$ cat config.mk
export PLATFORM = sky130hd
export DESIGN_NAME = pc_sequencer_flat
export DESIGN_NICKNAME = d
export VERILOG_FILES = /design/src/rtl/pc_sequencer_if.sv /design/src/rtl/pc_sequencer.sv /design/src/flat_wrapper.sv
export SDC_FILE = /design/constraint.sdc
export NUM_CORES = 1
export LEC_CHECK = 0
export ABC_AREA = 0
export BUFFER_PORTS_ARGS = -buffer_cell sky130_fd_sc_hd__buf_2
export CAP_MARGIN = 20
export CORE_UTILIZATION = 40
export DETAILED_ROUTE_END_ITERATION = 8
export PLACE_DENSITY = 0.69
export SETUP_SLACK_MARGIN = 0.4
export SYNTH_ARGS = -nofsm -noshare
export SYNTH_HDL_FRONTEND = slang
export SYNTH_SLANG_ARGS = --single-unit
$ cat constraint.sdc
create_clock -name i_clk -period 2.9 [get_ports i_clk]
set_input_delay 0.145 -clock i_clk [delete_from_list [all_inputs] [get_ports i_clk]]
set_output_delay 0.145 -clock i_clk [all_outputs]
set_load 0.02 [all_outputs]
$ cat src/rtl/pc_sequencer_if.sv
// pc_sequencer_if: request/response bundle between fetch control and pc_sequencer.
//   master: drives start/step/stall/redirect/halt requests, observes PC state.
//   slave : the sequencer itself.
//   Signals: i_start, i_step_mode, i_step, i_stall, i_branch_taken, i_branch_addr,
//            i_jump, i_jump_addr, i_halt (requests); o_pc, o_next_pc, o_flush,
//            o_halted, o_cycles (status); o_misalign only with PC_ALIGN_CHECK_EN.
interface pc_sequencer_if #(parameter int NBITS = 32);
    logic             i_start;
    logic             i_step_mode;
    logic             i_step;
    logic             i_stall;
    logic             i_branch_taken;
    logic [NBITS-1:0] i_branch_addr;
    logic             i_jump;
    logic [NBITS-1:0] i_jump_addr;
    logic             i_halt;
    logic [NBITS-1:0] o_pc;
    logic [NBITS-1:0] o_next_pc;
    logic             o_flush;
    logic             o_halted;
    logic [31:0]      o_cycles;
`ifdef PC_ALIGN_CHECK_EN
    logic             o_misalign;
    modport master(output i_start, i_step_mode, i_step, i_stall, i_branch_taken,
                   i_branch_addr, i_jump, i_jump_addr, i_halt,
                   input o_pc, o_next_pc, o_flush, o_halted, o_cycles, o_misalign);
    modport slave(input i_start, i_step_mode, i_step, i_stall, i_branch_taken,
                  i_branch_addr, i_jump, i_jump_addr, i_halt,
                  output o_pc, o_next_pc, o_flush, o_halted, o_cycles, o_misalign);
`else
    modport master(output i_start, i_step_mode, i_step, i_stall, i_branch_taken,
                   i_branch_addr, i_jump, i_jump_addr, i_halt,
                   input o_pc, o_next_pc, o_flush, o_halted, o_cycles);
    modport slave(input i_start, i_step_mode, i_step, i_stall, i_branch_taken,
                  i_branch_addr, i_jump, i_jump_addr, i_halt,
                  output o_pc, o_next_pc, o_flush, o_halted, o_cycles);
`endif
endinterface

$ cat src/rtl/pc_sequencer.sv
// pc_sequencer: fetch-stage program counter with run / single-step / halt sequencing.
//   i_clk   : rising-edge clock
//   i_rst_n : asynchronous active-low reset (PC <= RESET_PC, state IDLE)
//   bus     : pc_sequencer_if.slave -- start/step/stall/redirect/halt requests in,
//             o_pc, o_next_pc (comb pc+INC), o_flush (registered, one cycle),
//             o_halted, o_cycles (count of PC updates) out.
//   Optional: define PC_ALIGN_CHECK_EN to trap word-misaligned jump/branch targets
//             (target not loaded, enter HALTED, sticky o_misalign).
module pc_sequencer #(
    parameter int               NBITS    = 32,
    parameter logic [NBITS-1:0] RESET_PC = '0,
    parameter int               INC      = 4
) (
    input  logic              i_clk,
    input  logic              i_rst_n,
    pc_sequencer_if.slave     bus
);
    typedef enum logic [1:0] {IDLE, RUN, STEP_WAIT, HALTED} state_t;

    state_t           state;
    logic [NBITS-1:0] pc;
    logic             flush;
    logic             halted;
    logic [31:0]      cycles;
    logic             update;
    logic             redirect;
    logic [NBITS-1:0] target;
`ifdef PC_ALIGN_CHECK_EN
    logic             misalign;
`endif

    // A mode change out of RUN or STEP_WAIT takes the cycle without moving the PC.
    assign update   = (state == RUN && !bus.i_step_mode) ||
                      (state == STEP_WAIT && bus.i_step_mode && bus.i_step);
    assign redirect = bus.i_jump || bus.i_branch_taken;
    assign target   = bus.i_jump ? bus.i_jump_addr : bus.i_branch_addr;

    always_ff @(posedge i_clk or negedge i_rst_n) begin
        if (!i_rst_n) begin
            state  <= IDLE;
            pc     <= RESET_PC;
            flush  <= 1'b0;
            halted <= 1'b0;
            cycles <= '0;
`ifdef PC_ALIGN_CHECK_EN
            misalign <= 1'b0;
`endif
        end else begin
            flush <= 1'b0;
            case (state)
                IDLE:      if (bus.i_start) state <= bus.i_step_mode ? STEP_WAIT : RUN;
                RUN:       if (bus.i_step_mode) state <= STEP_WAIT;
                STEP_WAIT: if (!bus.i_step_mode) state <= RUN;
                default:   ;
            endcase
            // Stalled cycles drop any redirect; the requester re-asserts it.
            if (update && !bus.i_stall) begin
                // Halt and misalign traps leave the PC untouched, so they are not counted.
                if (bus.i_halt) begin
                    state  <= HALTED;
                    halted <= 1'b1;
                end
`ifdef PC_ALIGN_CHECK_EN
                else if (redirect && target[1:0] != 2'b00) begin
                    state    <= HALTED;
                    halted   <= 1'b1;
                    misalign <= 1'b1;
                end
`endif
                else begin
                    pc     <= redirect ? target : pc + NBITS'(INC);
                    flush  <= redirect;
                    cycles <= cycles + 32'd1;
                end
            end
        end
    end

    assign bus.o_pc      = pc;
    assign bus.o_next_pc = pc + NBITS'(INC);
    assign bus.o_flush   = flush;
    assign bus.o_halted  = halted;
    assign bus.o_cycles  = cycles;
`ifdef PC_ALIGN_CHECK_EN
    assign bus.o_misalign = misalign;
`endif
endmodule

$ cat src/flat_wrapper.sv
// flat-port wrapper written by rule: the top's interface ports become plain ports
module pc_sequencer_flat 
#(
    parameter int               NBITS    = 32,
    parameter logic [NBITS-1:0] RESET_PC = '0,
    parameter int               INC      = 4
)
  (i_clk, i_rst_n, bus_i_start, bus_i_step_mode, bus_i_step, bus_i_stall, bus_i_branch_taken, bus_i_branch_addr, bus_i_jump, bus_i_jump_addr, bus_i_halt, bus_o_pc, bus_o_next_pc, bus_o_flush, bus_o_halted, bus_o_cycles);
  pc_sequencer_if #(.NBITS(NBITS)) bus_i ();
  input  logic i_clk;
  input  logic i_rst_n;
  input wire logic [$bits(bus_i.i_start)-1:0] bus_i_start;
  input wire logic [$bits(bus_i.i_step_mode)-1:0] bus_i_step_mode;
  input wire logic [$bits(bus_i.i_step)-1:0] bus_i_step;
  input wire logic [$bits(bus_i.i_stall)-1:0] bus_i_stall;
  input wire logic [$bits(bus_i.i_branch_taken)-1:0] bus_i_branch_taken;
  input wire logic [$bits(bus_i.i_branch_addr)-1:0] bus_i_branch_addr;
  input wire logic [$bits(bus_i.i_jump)-1:0] bus_i_jump;
  input wire logic [$bits(bus_i.i_jump_addr)-1:0] bus_i_jump_addr;
  input wire logic [$bits(bus_i.i_halt)-1:0] bus_i_halt;
  output wire logic [$bits(bus_i.o_pc)-1:0] bus_o_pc;
  output wire logic [$bits(bus_i.o_next_pc)-1:0] bus_o_next_pc;
  output wire logic [$bits(bus_i.o_flush)-1:0] bus_o_flush;
  output wire logic [$bits(bus_i.o_halted)-1:0] bus_o_halted;
  output wire logic [$bits(bus_i.o_cycles)-1:0] bus_o_cycles;
  assign bus_i.i_start = bus_i_start;
  assign bus_i.i_step_mode = bus_i_step_mode;
  assign bus_i.i_step = bus_i_step;
  assign bus_i.i_stall = bus_i_stall;
  assign bus_i.i_branch_taken = bus_i_branch_taken;
  assign bus_i.i_branch_addr = bus_i_branch_addr;
  assign bus_i.i_jump = bus_i_jump;
  assign bus_i.i_jump_addr = bus_i_jump_addr;
  assign bus_i.i_halt = bus_i_halt;
  assign bus_o_pc = bus_i.o_pc;
  assign bus_o_next_pc = bus_i.o_next_pc;
  assign bus_o_flush = bus_i.o_flush;
  assign bus_o_halted = bus_i.o_halted;
  assign bus_o_cycles = bus_i.o_cycles;
  pc_sequencer #(.NBITS(NBITS), .RESET_PC(RESET_PC), .INC(INC)) u_core (.i_clk(i_clk), .i_rst_n(i_rst_n), .bus(bus_i));
endmodule
# == After elaboration in Yosys (flattened, before gate mapping) ==
# Cells that the tools add are included.
# totals
ff_bits,68
input_bits,73
output_inout_bits,98
word_cells,32
# classes
n_addsub,2
n_eq_ne,2
mux,11
bitwise,1
reduce_logical,11
# op_table
operator,n
$mux 32,2
$add 32x1->32 const B,1
$add 32x3->32 const B,1
$mux 2,6
$pmux 2 s3,1
$logic_and 1x1->1,4
$reduce_and 2->1,2
$eq 2x1->1 const B,1
$eq 2x2->1 const B,1
$logic_not 1->1,2
$logic_not 2->1,1
$logic_or 1x1->1,2
$mux 1,2
$not 1->1,1

# == Logic depth before layout (Yosys ltp) ==
# logic_depth
ltp_word,6
depth_mapped,7
ltp_nobuf,6

# == Worst setup path before layout ==
# Ideal clock, no wire load.
# synth_path
path_type,register to output
from,register u_core.pc[4] (netlist: u_core.bus.o_pc[4])
to,output bus_o_next_pc[27]
arrival_time_ps,2216
required_time_ps,2755
path_slack_ps,539
stages_incl_launch_ff,7
path_buffers,1
cell_sequence,dfrtp_1 > clkbuf_2 > nand4_4 > or4_1 > nor3_2 > nand2_1 > xnor2_1
# synth_between
elab_chain_len,1
# synth_lines
item,line,rtl
start: declaration,pc_sequencer.sv:21,logic [NBITS-1:0] pc;
start signal: assignment,pc_sequencer.sv:71,pc <= redirect ? target : pc + NBITS'(INC);
$add 32x3->32,pc_sequencer.sv:80,assign bus.o_next_pc = pc + NBITS'(INC);
end: declaration,flat_wrapper.sv:22,output wire logic [$bits(bus_i.o_next_pc)-1:0] bus_o_next_pc;
# Every way passes these cells.

# == Worst setup path after layout ==
# layout_path
from,register u_core.pc[4] (netlist: u_core.bus.o_pc[4])
to,output bus_o_next_pc[18]
# Same word-level chain as after synthesis.

==> summary.txt <==
Setup path
  • Critical path's largest stage delay: roughly 0.57 ns
  • Slowest stage cell, crit path: sky130_fd_sc_hd__nor4_1
  • Critical path startpoint: u_core.bus.o_pc[4]
  • R2R Path End: u_core.bus.o_cycles[31]
  • Highest fanout seen on the critical path: 4
  • Kind of critical path: flop to output pin
  • Minimum setup slack among reg-to-reg paths: around 0.77 ns
  • Worst setup EP type: output pin
  • Critical Path Source Type: flop
  • End point of the critical path: bus_o_next_pc[18]
  • Cell breakdown of the critical path: buf_4 -> and4_1 -> nand2_1 -> nor4_1 -> xor2_1 -> buf_2
  • Critical path data arrival time: roughly 2.2 ns
  • Req. time, crit path: ~2.8 ns
  • FF-to-FF path depth: 5
  • Beginning of the worst register-to-register path: u_core.state[0]

Routing
  • Final ANT Viol Nets: 0
  • Post-DR vias/cell: ~5.4
  • Detailed Routing Iterations Pass 1: 7
  • Vias after detailed routing: a little over 4k
  • Post-route DRC violation count: 0
  • Per-cell routed wire length: about 16 um
  • Wirelength, routed: around 12000 um
  • Iter 0 DRT Violations: a little over 200

Synth
  • Adder-cell share of the synthesized area: less than 1%
  • Number of synthesized register bits: about 70
  • Complex-gate fraction of the synthesized area: 18.4%
  • Synth Flop Type: sky130_fd_sc_hd__dfrtp_1
  • Mux share of post-synthesis cell area: around 1.5%
  • Dominant combinational cell family by area after synthesis: simple AND/OR/NAND/NOR gates
  • Synth cell count leaders: 68 x sky130_fd_sc_hd__dfrtp_1, 43 x sky130_fd_sc_hd__xnor2_1, 33 x sky130_fd_sc_hd__nor2_1, 33 x sky130_fd_sc_hd__o21ai_0, 30 x sky130_fd_sc_hd__nand3_1
  • Number of enable flip-flop cells after synthesis: 0
  • Cell with the most instances after synthesis: sky130_fd_sc_hd__dfrtp_1
  • Area of the mapped netlist: between 4000 and 5000 um2
  • Post-synthesis share of cell area spent on and, or, nand and nor gates: between 20% and 30%
  • Mean area per synthesized cell: around 9 um2
  • Proportion of synthesized flip-flops having asynchronous set or reset: 100%
  • Area share of the largest cell type after synthesis: about two fifths
  • Synthesized netlist net count: just over 500
  • Total of warnings raised by yosys: 0
  • Portion of the post-synthesis area used by sequential elements: around two fifths
  • Synth unique cells: slightly above 50
  • Cell type with the highest aggregate area in the netlist: sky130_fd_sc_hd__dfrtp_1
  • Largest cells by area after synthesis: sky130_fd_sc_hd__dfrtp_1 42%, sky130_fd_sc_hd__xnor2_1 9.3%, sky130_fd_sc_hd__o21ai_0 4.1%
  • Xor/xnor share of the synthesized area: between 10% and 20%
  • Number of instances in the synthesized netlist: between 400 and 500

Layout
  • Final Instance Area: about 5500 um2
  • Number of nets in the finished design: 700
  • Layout overhead on the synthesized area: 35.2%
  • Total inserted antenna cells: 0
  • Number of filler cells placed in the layout: roughly 900
  • Core utilization of the finished layout: 56.0%
  • Share of layout cells above drive strength 1: just under 40%

Place
  • Final estimated routing congestion in global placement: between 0.8 and 0.9
  • Area after detailed placement: roughly 5100 um2
  • Half-perimeter wire length after detailed placement: 8760 um
  • Port buffer count: between 150 and 200

Run status
  • Outcome: finished clean

STA
  • RSZ-0062 raised after global routing: false
  • Sum of negative setup slack: 0 ns
  • Final number of max-transition violations: 0
  • Share of the cycle needed by the critical path after routing: between 80 and 90%
  • Slew @ Worst Pin: 0.694 ns
  • Slew HR: a little over half
  • Worst clock skew: between 0.009 and 0.01 ns
  • Post-layout min period: about 2.4 ns
  • Count of endpoints failing setup in the final report: 0
  • F_max: 0.421 GHz
  • Final hold violation count: 0

Die
  • DIE AREA: around 11000 um2
  • Die X-Extent: 103 um
  • Initial core utilization: 41.5%
  • Core region area: 9770 um2
  • Boundary Pins: between 150 and 200
  • Die span in y: roughly 100 um
  • Number of rows created at floorplan: 36

Clocking
  • Maximum count of clock buffers along a single path: 2
  • Maximum level of the CTS H-tree: 3
  • Clock-pin slew reported for the worst setup and hold paths after clock tree synthesis: ~0.080 ns
  • CTS tree: built
  • Number of buffers added by the clock tree synthesis step: 9
  • Root buffer cell: sky130_fd_sc_hd__clkbuf_8
  • Number of clock sinks: 68
  • Clock latency at the later pin of the worst-skew pair: roughly 0.35 ns

Power
  • Power density over cell area: 776 nW/um2
  • Maximum VDD drop: about 0.45 mV
  • Total leakage power: between 2 and 3 nW

Flow run
  • Maxcap violations: 0

Global routing
  • Initial antenna violation count: 0
  • Global route overflow: 0
  • Global-route usage over all layers: a little under a quarter
  • Vias in the first global route: ~3.7k
  • Wire length of the first global-routing pass: 19000 um
  • Pin count of the biggest net entering global routing: 40

Hold path
  • Worst hold path class: primary input to flop
## cells in the final DEF, fill, tap and decap left out, drive strengths merged, types with 11 or more instances in the layout
cell type	synthesis	layout
xnor2	43	43
o21ai	36	36
and4	11	11
a21oi	19	19
o2bb2ai	12	12
nor2	33	33
buf	6	202
nand3	31	31
nand4	14	14
nand2	28	28
dfrtp	68	68
inv	10	12
xor2	16	16
## area by class of cell
class / instances / area, um2 / area share [%]
clock buffer: 9 / 124 / 2.26
multi-input combinational: 333 / 2260 / 41.2
sequential: 68 / 1720 / 31.3
clock inverter: 7 / 75.1 / 1.37
timing repair buffer: 203 / 1100 / 20.1
inverter: 10 / 37.5 / 0.685
tap: 133 / 166 / 3.04
## worst max-delay path: cells and delay by family, from the launching register on
| family | cells | cell delay [ns] |
|---|---|---|
| flops | 1 | 0.42 |
| xor+xnor | 1 | 0.22 |
| buf+inv | 2 | 0.34 |
| simple gates | 3 | 0.91 |
## flip-flops by register name (all words and copies together) (netlist names)
| signal | cells |
|---|---|
| u_core.bus.o_pc | 32 |
| u_core.state | 2 |
| u_core.bus.o_flush | 1 |
| u_core.bus.o_cycles | 32 |
| u_core.bus.o_halted | 1 |
## per-layer routing
layer	routed length, um	GRT usage (%)	part of all wire, %
met1	5320	31.4	43
met4	108	4.84	0.88
met5	0	0	0
met2	5880	38.5	48
met3	944	5.29	7.7
## kinds of logic (layout without fill, tap and decap cells)
kind of cell,Yosys count,count (layout)
XOR/XNOR,59,59
AND/OR/NAND/NOR,154,154
adder cells (fa/ha/maj),2,2
buffers and inverters,36,229
flip-flops,68,68
multiplexers,6,6
AO/OA/AOI/OAI,112,112
## per-stage QoR
stage	hold WS, ns	std cells	setup WS [ns]	power [mW]
floorplan	-0.151	437	0.539	2.63
global placement	0.195	726	0.623	3.27
detailed placement	0.202	726	0.561	3.29
CTS	0.0671	747	0.403	4.12
global route	0.0852	763	0.399	4.52
finish	0.0847	763	0.522	4.25
## worst min path at each step
stage	startpoint	to	depth (start not counted)
2_1_floorplan	i_rst_n	u_core.bus.o_cycles[0]	0
3_3_place_gp	i_rst_n	u_core.bus.o_cycles[11]	1
3_5_place_dp	i_rst_n	u_core.bus.o_cycles[11]	1
4_1_cts	bus_i_step_mode	u_core.state[1]	3
5_1_grt	bus_i_jump_addr[8]	u_core.bus.o_pc[8]	3
6_report	bus_i_branch_addr[9]	u_core.bus.o_pc[9]	3
## power breakdown
| part | switching (mW) | internal, mW |
|---|---|---|
| Sequential | 0.388 | 1.19 |
| Combinational | 1.12 | 0.745 |
| Clock | 0.404 | 0.401 |
| Total | 1.92 | 2.33 |
## repair_timing
action / CTS / global route
buffers inserted: 4 / 16
hold endpoints to repair: 26 / 0
hold buffers: 1 / 0
pin swaps: 2 / 4
endpoints found under the setup margin: 11 / 12
resized for setup: 8 / 12
(Power assumes the default switching activity.)
